[config.mk]
export PLATFORM = sky130hd
export DESIGN_NAME = ex_mem_stage_buf
export DESIGN_NICKNAME = d
export VERILOG_FILES = /design/src/rtl/ex_mem_stage_buf.sv
export SDC_FILE = /design/constraint.sdc
export NUM_CORES = 1
export LEC_CHECK = 0
export ABC_AREA = 1
export ABC_CLOCK_PERIOD_IN_PS = 1800
export BUFFER_PORTS_ARGS = -buffer_cell sky130_fd_sc_hd__buf_2
export CORE_MARGIN = 2
export CORE_UTILIZATION = 53
export CTS_CLUSTER_DIAMETER = 50
export CTS_CLUSTER_SIZE = 30
export DETAILED_ROUTE_END_ITERATION = 16
export PLACE_DENSITY = 0.79
export SKIP_LAST_GASP = 1
export SLEW_MARGIN = 10
export SYNTH_ARGS = -nofsm -noshare
export SYNTH_HDL_FRONTEND = slang
export SYNTH_SLANG_ARGS = --single-unit
export TNS_END_PERCENT = 50
[constraint.sdc]
create_clock -name clk -period 1.8 [get_ports clk]
set_clock_uncertainty 0.05 [all_clocks]
set_input_delay 0.18 -clock clk [delete_from_list [all_inputs] [get_ports clk]]
set_output_delay 0.18 -clock clk [all_outputs]
set_load 0.01 [all_outputs]
[src/rtl/ex_mem_stage_buf.sv]
// EX->MEM pipeline register with valid/ready handshake and a one-entry skid buffer.
// Carries ALU result, destination register and M/WB control; exposes a qualified forwarding enable.
module ex_mem_stage_buf #(
  parameter int unsigned DATA_W = 32,
  parameter int unsigned RA_W   = 5,
  parameter int unsigned M_W    = 2,
  parameter int unsigned WB_W   = 1
) (
  input  logic              clk,
  input  logic              rst_n,
  input  logic              flush,
  input  logic              in_valid,
  output logic              in_ready,
  input  logic [DATA_W-1:0] in_alu_result,
  input  logic [RA_W-1:0]   in_rd_addr,
  input  logic [M_W-1:0]    in_m,
  input  logic [WB_W-1:0]   in_wb,
  output logic              out_valid,
  input  logic              out_ready,
  output logic [DATA_W-1:0] out_alu_result,
  output logic [RA_W-1:0]   out_rd_addr,
  output logic [M_W-1:0]    out_m,
  output logic [WB_W-1:0]   out_wb,
  output logic              fwd_wr_en
);

  logic              r_main_valid;
  logic              r_skid_valid;
  logic              r_in_ready;

  logic [DATA_W-1:0] r_main_alu;
  logic [RA_W-1:0]   r_main_rd;
  logic [M_W-1:0]    r_main_m;
  logic [WB_W-1:0]   r_main_wb;

  logic [DATA_W-1:0] r_skid_alu;
  logic [RA_W-1:0]   r_skid_rd;
  logic [M_W-1:0]    r_skid_m;
  logic [WB_W-1:0]   r_skid_wb;

  logic w_accept;
  logic w_main_free;
  logic w_main_from_skid;
  logic w_main_from_in;
  logic w_skid_load;
  logic w_main_valid_d;
  logic w_skid_valid_d;

  always_comb begin
    w_accept    = in_valid & r_in_ready;
    // Main can take a new entry when it is empty or being drained this cycle.
    w_main_free = ~r_main_valid | out_ready;

    w_main_from_skid = ~flush & w_main_free & r_skid_valid;
    w_main_from_in   = ~flush & w_main_free & ~r_skid_valid & w_accept;
    w_skid_load      = ~flush & ~w_main_free & w_accept;

    if (flush) begin
      w_main_valid_d = 1'b0;
      w_skid_valid_d = 1'b0;
    end else if (w_main_free) begin
      w_main_valid_d = r_skid_valid | w_accept;
      w_skid_valid_d = 1'b0;
    end else begin
      w_main_valid_d = 1'b1;
      w_skid_valid_d = r_skid_valid | w_accept;
    end
  end

  always_ff @(posedge clk or negedge rst_n) begin
    if (!rst_n) begin
      r_main_valid <= 1'b0;
      r_skid_valid <= 1'b0;
      r_in_ready   <= 1'b1;
    end else begin
      r_main_valid <= w_main_valid_d;
      r_skid_valid <= w_skid_valid_d;
      r_in_ready   <= ~w_skid_valid_d;
    end
  end

  // Skid is written before main is refilled from it, so the older entry always leaves first.
  always_ff @(posedge clk or negedge rst_n) begin
    if (!rst_n) begin
      r_main_alu <= '0;
      r_main_rd  <= '0;
      r_main_m   <= '0;
      r_main_wb  <= '0;
    end else if (w_main_from_skid) begin
      r_main_alu <= r_skid_alu;
      r_main_rd  <= r_skid_rd;
      r_main_m   <= r_skid_m;
      r_main_wb  <= r_skid_wb;
    end else if (w_main_from_in) begin
      r_main_alu <= in_alu_result;
      r_main_rd  <= in_rd_addr;
      r_main_m   <= in_m;
      r_main_wb  <= in_wb;
    end
  end

  always_ff @(posedge clk or negedge rst_n) begin
    if (!rst_n) begin
      r_skid_alu <= '0;
      r_skid_rd  <= '0;
      r_skid_m   <= '0;
      r_skid_wb  <= '0;
    end else if (w_skid_load) begin
      r_skid_alu <= in_alu_result;
      r_skid_rd  <= in_rd_addr;
      r_skid_m   <= in_m;
      r_skid_wb  <= in_wb;
    end
  end

  assign in_ready       = r_in_ready;
  assign out_valid      = r_main_valid;
  assign out_alu_result = r_main_alu;
  assign out_rd_addr    = r_main_rd;
  assign out_m          = r_main_m;
  assign out_wb         = r_main_wb;

  // Only the main (older) entry may forward; the skid entry is younger.
  assign fwd_wr_en = r_main_valid & r_main_wb[0] & (r_main_rd != '0);

endmodule

==> impl_metrics.toml, run 1 <==
[run_status]
status = "finished clean"

[finish]
layout_commonest_cell = "nand2_1"
antennaDiodeCount = 0
nets = 625
stdcell_area_um2 = 4580
final_cell_mix = "245 x nand2_1, 86 x buf_2, 82 x dfrtp_1"
area_delta_synth_final_pct = 21.9
drive_gt1_share_pct = 20.7

[floorplan]
row_count = 30
die-area_um2 = 7780
die_y_um = 88.2
initial_core_util_pct = 55.0
core_area_um2 = 6830
num_io_pins = 88
die_w_um = 88.2

[timing]
setup_viol = 0
fmax_ghz = 0.654
holdWs_ns = 0.00622
maxSlewViolCount = 0
tightest_slew_ns = 0.555
min_period_over_period_pct = 84.9
relSlewSlack_pct = 63.0
hold_violations = 0
min_period_ns = 1.53
setup_tns_ns = 0
layout_setup_ws_ns = 0.272
rsz0062_at_grt = "no"

[cts]
clockBufferDepth = 2
tritoncts = "built"
clockRootBuffer = "clkbuf_8"
cts_buffers = 9
cts_setup_buffers = 0
clock-sinks = 83
cts.clk_slew.worst_paths_ns = 0.08
clkLatencyLatePin_ns = 0.35
h-tree-depth = 3

[grt]
grt_overflow = 0
grt_antenna_before_repair = 0
first_global_vias = 3306
grt_pass1_wl_mm = 14.2
grt.total_usage_pct = 23.5
grt_max_degree = 47

[critical_path]
slowest_stage = "dfrtp_1"
crit_chain = "nand2_2 > nand2_1 > buf_4 > nand2_1 > nand2_1 > nand2_1 > nand2_1"
critPathMaxStageDelay_ns = 0.40
setup.worst_path.class = "register to register"
critical_path_required_ns = 2.04
end_kind = "register"
worstPathMaxFanout = 31
startpoint_type = "register"
worst_path_most_repeated_cell = "nand2_1"
critPathArrivalTime_ns = 1.77

[logic_synthesis]
synth_area_leaders = "dfrtp_1 55%, nand2_1 24%, nand3_1 5.5%"
syn-cell-area_um2 = 3760
synth_seq_area_share_pct = 55.3
synth_area_per_cell_um2 = 7.66
synth.largest_area_cell = "dfrtp_1"
postSynthCellCount = 491
ys_seq_elements = 83
yosysWarnings = 0
synth_top_area_share_pct = 54.6
yosys.cell_types.count = 15
syn_nets = 536

[route]
vias = 3343
drc = 0
wl_per_cell_um = 12.6
via_per_inst = 4.91
drtAntennaViolNets = 0
wl_mm = 8.61
drtIter0Drc = 160
dr.pass1.iters = 5

[power_and_ir_drop]
power_density_nw_per_um2 = 1050
p_leak_nw = 2.58
ir_drop_v = 0.000659
power.total_mw = 4.83

[placement]
portBuffers = 87
pre_cts_slack_ns = 0.298
placed_area_um2 = 4330
hpwl_mm = 5.82
gp_congestion = 0.778

[hold_path]
worstHoldPathType = "input port to register"

[flow_run]
maxCapViolations = 0
==> cells by family (layout without fill, tap and decap cells) <==
logic type	after synthesis	after routing	share of synthesized area (%)
buffers and inverters	74	168	8.05
flip-flops	83	83	55.3
AO/OA/AOI/OAI	41	41	5.46
AND/OR/NAND/NOR	293	293	31.2
==> cell type report <==
| class | instances | area (um2) |
|---|---|---|
| clock buffers | 11 | 131 |
| clock inverters | 5 | 77.6 |
| fillers | 606 | 2250 |
| inverters | 46 | 173 |
| multi-input cells | 334 | 1390 |
| flip-flops and latches | 83 | 2080 |
| well taps | 96 | 120 |
| repair buffers | 106 | 616 |
==> synthesized netlist by cell type <==
library cell and number:
nand2_1 245, dfrtp_1 82, inv_1 46, nand3_1 41, o21ai_0 38, buf_2 17, clkbuf_1 8, clkbuf_2 3
nor2_1 3, o21ai_1 3, dfstp_2 1, nand2_2 1, nand3_2 1, nor3_1 1, nor3_4 1
==> registers in the layout, indices dropped and copies added (netlist names) <==
signal	cells
r_skid_rd	5
r_skid_valid	1
r_skid_wb	1
r_skid_alu	32
out_valid	1
out_m	2
in_ready	1
out_alu_result	32
out_wb	1
r_skid_m	2
out_rd_addr	5
==> through the flow <==
stage / util, % / std cells
floorplan: - / 491
global placement: 63.4 / 661
detailed placement: 63.4 / 661
CTS: 67.1 / 681
global route: 67.1 / 681
finish: 67.1 / 681
==> per-layer routing <==
layer	share of wire, %	vias up	track usage [%]
met5	0	-	0
met4	1.3	0	9.64
met3	5.1	11	3.92
met2	50	97	40.9
met1	44	1563	29.3
li1	-	1672	-
==> power by group <==
group,internal (mW),leakage (nW),switching [mW],total [mW]
Sequential,2.27,1.01,0.227,2.50
Combinational,0.373,1.46,0.525,0.898
Clock,0.778,0.103,0.655,1.43
==> what timing repair did <==
| item | 4_1_cts | 5_1_grt |
|---|---|---|
| gates resized for setup | 0 | 0 |
| setup endpoints to repair | 0 | 0 |
| hold endpoints to repair | 42 | 0 |
| hold buffers | 4 | 0 |
==> critical path: cells and delay by family (launching register included) <==
kind,cells,cell delay (ns)
buf+inv,1,0.33
simple gates,6,0.69
flops,1,0.40
==> final timing paths <==
| path | startpoint | end | slack, ns | cells after the start |
|---|---|---|---|---|
| min | in_alu_result[23] | r_skid_alu[23] | 0.006 | 3 |
| max reg2reg | out_valid | out_rd_addr[0] | 0.27 | 7 |
| max in group asynchronous | rst_n | r_skid_alu[7] | 0.84 | 3 |
| max | out_valid | out_rd_addr[0] | 0.27 | 7 |
| min in group asynchronous | rst_n | out_alu_result[18] | 0.29 | 2 |
| min reg2reg | out_alu_result[10] | out_alu_result[10] | 0.43 | 2 |
Power figures use the tool's default switching activity.
==> run 2, diff against run 1 <==
Settings changed: ABC_CLOCK_PERIOD_IN_PS 1800 to 1600.
Clock period 1.8 ns to 1.6 ns, I/O delays scaled along.
==> run 2 against run 1 <==
  * Worst hold slack got worse by 0.00053 ns
  * Non-clock buffer count rose by 18
  * Via count rose by 2.0%
  * Sequential power rose by 12%
  * First-iteration DRC count rose by 60%
  * Largest cell class unchanged
  * Cell count rose by 2.6%
  * Total power rose by 8.3%
==> impl_metrics.toml, run 2 (same netlist as run 1, synthesis figures left out) <==
[route]
drc = 0
wl_mm = 8.80
drtIter0Drc = 256
drtAntennaViolNets = 0
vias = 3409
dr.pass1.iters = 5
wl_per_cell_um = 12.6
via_per_inst = 4.88

[critical_path]
timing.rr.start = "in_ready"
timing.critical_path.buf_inv = 1
critPathTopFamily = "flip-flops"
crit_chain = "nand2_1 > nor3_4 > buf_4 > nand2_1 > o21ai_0"
startpoint_type = "register"
worst_path_most_repeated_cell = "nand2_1"
rr_worst_depth = 5
rrSetupSlack_ns = 0.17
critPathMaxStageDelay_ns = 0.53
setup.worst_path.class = "register to register"
worstPathMaxFanout = 24
critical_path_required_ns = 1.80
slowest_stage = "dfstp_2"
r2r-end = "r_skid_alu[3]"
end_kind = "register"
critPathArrivalTime_ns = 1.63
cp.depth = 5

[floorplan]
core_area_um2 = 6830
die_w_um = 88.2
num_io_pins = 88
die-area_um2 = 7780
row_count = 30
die_y_um = 88.2
initial_core_util_pct = 55.0

[run_status]
status = "finished clean"

[timing]
min_period_over_period_pct = 89.6
rsz0062_at_grt = "no"
tightest_slew_ns = 0.424
hold_violations = 0
layout_setup_ws_ns = 0.166
maxSlewViolCount = 0
setup_viol = 0
min_period_ns = 1.43
fmax_ghz = 0.697
setup_tns_ns = 0
relSlewSlack_pct = 71.7

[grt]
grt.total_usage_pct = 24.2
grt_pass1_wl_mm = 14.7
grt_overflow = 0
grt_max_degree = 57
first_global_vias = 3281
grt_antenna_before_repair = 0

[hold_path]
worstHoldPathType = "input port to register"
holdPathStages = 3
hold_path_startpoint = "in_alu_result[25]"
whs_endpoint = "r_skid_alu[25]"

[finish]
antennaDiodeCount = 0
nets = 643
area_delta_synth_final_pct = 25.7
drive_gt1_share_pct = 20.7
layout_commonest_cell = "nand2_1"
final_cells = 699
stdcell_area_um2 = 4730
final_cell_mix = "245 x nand2_1, 86 x buf_2, 82 x dfrtp_1"

[cts]
post_cts_resized = 0
clockRootBuffer = "clkbuf_8"
clkLatencyLatePin_ns = 0.33
cts_buffers = 9
tritoncts = "built"
holdBufCountCts = 20
clockBufferDepth = 2
cts_setup_buffers = 0
h-tree-depth = 3
clock-sinks = 83
cts.clk_slew.worst_paths_ns = 0.09

[placement]
place_inst = 663
placed_area_um2 = 4350
gp_congestion = 0.800
hpwl_mm = 5.83
pre_cts_slack_ns = 0.179
portBuffers = 87

[flow_run]
maxCapViolations = 0

[power_and_ir_drop]
power.total_mw = 5.23
power_density_nw_per_um2 = 1110
ir_drop_v = 0.000694
p_leak_nw = 2.65
[run 2: changes by cell type in the layout (fill, tap and decap cells not counted)]
| cell | before | now |
|---|---|---|
| bufinv_16 | 2 | 0 |
| dlygate4sd3_1 | 4 | 20 |
| clkinv_2 | 2 | 4 |
| clkbuf_8 | 9 | 11 |
| buf_4 | 14 | 16 |
| clkbuf_1 | 2 | 0 |
[run 2: metal layers]
| layer | wire [um] | global-route usage (%) | up-vias |
|---|---|---|---|
| li1 | - | - | 1706 |
| met1 | 3960 | 32.1 | 1599 |
| met2 | 4360 | 40.7 | 94 |
| met3 | 380 | 3.45 | 10 |
| met4 | 104 | 8.95 | 0 |
| met5 | 0 | 0 | - |
[run 2: final cells by class]
| cell class | count | area [um2] |
|---|---|---|
| Clock buffer | 11 | 151 |
| Clock inverter | 5 | 27.5 |
| Fill cell | 580 | 2100 |
| Inverter | 46 | 173 |
| Multi-Input combinational cell | 334 | 1390 |
| Sequential cell | 83 | 2080 |
| Tap cell | 96 | 120 |
| Timing Repair Buffer | 124 | 791 |
[run 2: worst reg2reg max path, cell delays in order (launching register included)]
cell,delay (ns)
dfstp_2,0.53
nand2_1,0.09
nor3_4,0.24
buf_4,0.28
nand2_1,0.08
o21ai_0,0.08
[run 2: worst max-delay path by stage]
stage / startpoint / endpoint / slack [ns]
after floorplan: in_ready / r_skid_alu[0] / 0.27
after detailed placement: in_ready / r_skid_alu[30] / 0.18
final: in_ready / r_skid_alu[3] / 0.17
after global routing: in_ready / r_skid_alu[9] / 0.02
after global placement: in_ready / out_alu_result[2] / 0.22
after CTS: out_rd_addr[3] / fwd_wr_en / 0.16
[run 2: report_power, final]
group / internal, mW / switching [mW]
clock network: 0.639 / 0.733
registers: 2.56 / 0.254
logic: 0.448 / 0.598
[run 2: stage by stage]
| step | hold slack, ns | utilization (%) |
|---|---|---|
| 2_1_floorplan | -0.186 | - |
| 3_3_place_gp | 0.0763 | 63.6 |
| 3_5_place_dp | 0.0782 | 63.6 |
| 4_1_cts | 0.0000628 | 69.2 |
| 5_1_grt | 0.00482 | 69.2 |
| 6_report | 0.00569 | 69.2 |
==> run 3, diff against run 2 <==
Settings changed: BUFFER_PORTS_ARGS -buffer_cell sky130_fd_sc_hd__buf_2 to not set, CORE_UTILIZATION 53 to 63, CTS_CLUSTER_SIZE 30 to 28, DONT_BUFFER_PORTS set to 1.
==> run 3 against run 2 <==
  * The run now ends with hold timing left
  * Routed wire length fell by 2.9%
  * Non-clock buffer count down 69
  * Clock-buffer cell count is the same
  * Combinational power fell by 32%
  * Global-route usage rose by 4.0 points
  * Maximum frequency decreased by 2.6%
  * Setup slack got worse by 0.039 ns
  * Sequential power is 5% higher
  * First-iteration DRC count decreased by 14%
  * Critical path type unchanged
==> impl_metrics.toml, run 3 (same netlist as run 1, synthesis figures left out) <==
[timing]
setup_tns_ns = 0
min_period_over_period_pct = 92.1
tightest_slew_ns = 0.240
rsz0062_at_grt = "no"
setup_viol = 0
maxSlewViolCount = 0
holdWs_ns = -0.551
min_period_ns = 1.47
relSlewSlack_pct = 84.0
fmax_ghz = 0.679
hold_violations = 83

[critical_path]
rr_worst_depth = 5
worst_path_most_repeated_cell = "nand2_1"
worstPathMaxFanout = 58
end_kind = "register"
critPathArrivalTime_ns = 1.68
critPathTopFamily = "flip-flops"
critPathMaxStageDelay_ns = 0.54
r2r-end = "r_skid_rd[1]"
setup.worst_path.class = "register to register"
startpoint = "in_ready"
slowest_stage = "dfstp_2"
critical_path_required_ns = 1.81
crit_path_end = "r_skid_rd[1]"
startpoint_type = "register"
timing.rr.start = "in_ready"
timing.critical_path.buf_inv = 1
cp.depth = 5
crit_chain = "nand2_1 > nor3_4 > buf_12 > nand2_1 > o21ai_1"
rrSetupSlack_ns = 0.13

[finish]
area_delta_synth_final_pct = 18.4
layout_commonest_cell = "nand2_1"
ff_latch_area_um2 = 2080
stdcell_area_um2 = 4450
antennaDiodeCount = 0
final_cell_mix = "245 x nand2_1, 82 x dfrtp_1, 46 x inv_1"
multi_input_area_um2 = 1390
drive_gt1_share_pct = 6.20
nets = 574
fill_cells = 422

[route]
drtIter0Drc = 219
vias = 3200
wl_met1_mm = 3.65
drtAntennaViolNets = 0
dr.pass1.iters = 4
wl_per_cell_um = 14.1
wl_mm = 8.54
wl_met2_mm = 4.25
via_per_inst = 5.27
drc = 0
route.met3.wl_um = 468
maxUsedRoutingLayer = "met4"

[hold_path]
worstHoldPathType = "input port to async pin"

[cts]
clkLatencyLatePin_ns = 0.34
cts_buffers = 9
clockRootBuffer = "clkbuf_8"
clockBufferDepth = 2
holdBufCountCts = 41
h-tree-depth = 3
post_cts_resized = 0
clock-sinks = 83
cts.clk_slew.worst_paths_ns = 0.08
tritoncts = "built"

[power_and_ir_drop]
p_leak_nw = 2.35
power_density_nw_per_um2 = 1120
ir_drop_v = 0.000674

[placement]
gp_congestion = 0.784
hpwl_mm = 5.41
placed_area_um2 = 3870
portBuffers = 0

[grt]
grt.total_usage_pct = 28.1
grt_pass1_wl_mm = 14.1
grt_antenna_before_repair = 0
grt_max_degree = 84
grt_overflow = 0
first_global_vias = 3230

[floorplan]
num_io_pins = 88
die_w_um = 81.3
die-area_um2 = 6600
row_count = 28
die_y_um = 81.3
initial_core_util_pct = 64.3
core_area_um2 = 5850

[run_status]
status = "finished, violations left"
violations = "hold timing"

[flow_run]
maxCapViolations = 0
-- run 3: worst min path at each step --
stage,to,slack [ns],cells after the start
2_1_floorplan,out_alu_result[0],-0.19,0
3_3_place_gp,out_alu_result[20],-0.18,0
3_5_place_dp,out_alu_result[17],-0.18,0
4_1_cts,out_alu_result[17],-0.56,0
5_1_grt,out_rd_addr[3],-0.58,0
6_report,out_alu_result[17],-0.55,0
-- run 3: what timing repair did --
action                     CTS  global route
buffers inserted             0             0
setup endpoints to repair    0             0
hold endpoints to repair   165            83
-- run 3: report_power, final --
| group | switching, mW | internal, mW | total, mW |
|---|---|---|---|
| combinational | 0.393 | 0.320 | 0.714 |
| clock | 0.693 | 0.624 | 1.32 |
| sequential | 0.382 | 2.56 | 2.94 |
| total | 1.47 | 3.50 | 4.97 |
-- run 3: metrics by stage --
| stage | util [%] | worst slack [ns] | power, mW | hold slack (ns) | instances |
|---|---|---|---|---|---|
| global route | 76.1 | 0.0496 | 5.28 | -0.578 | 607 |
| CTS | 76.1 | 0.128 | 5.00 | -0.561 | 607 |
| finish | 76.1 | 0.127 | 4.97 | -0.551 | 607 |
| floorplan | - | 0.267 | 3.38 | -0.186 | 491 |
| global placement | 66.2 | 0.228 | 3.53 | -0.184 | 552 |
| detailed placement | 66.2 | 0.155 | 3.60 | -0.184 | 552 |
-- run 3: routing by layer --
metal	global-route usage (%)	vias up
met5	0	-
met4	13.1	0
met3	5.56	17
met2	47.7	115
met1	34.8	1496
li1	-	1572
-- run 3: layout make-up --
type / count / share of cell area [%]
Clock buffer: 11 / 3.40
Clock inverter: 3 / 0.337
Inverter: 46 / 3.88
Multi-Input combinational cell: 334 / 31.1
Timing Repair Buffer: 55 / 12.4
Sequential cell: 83 / 46.7
Tap cell: 75 / 2.11
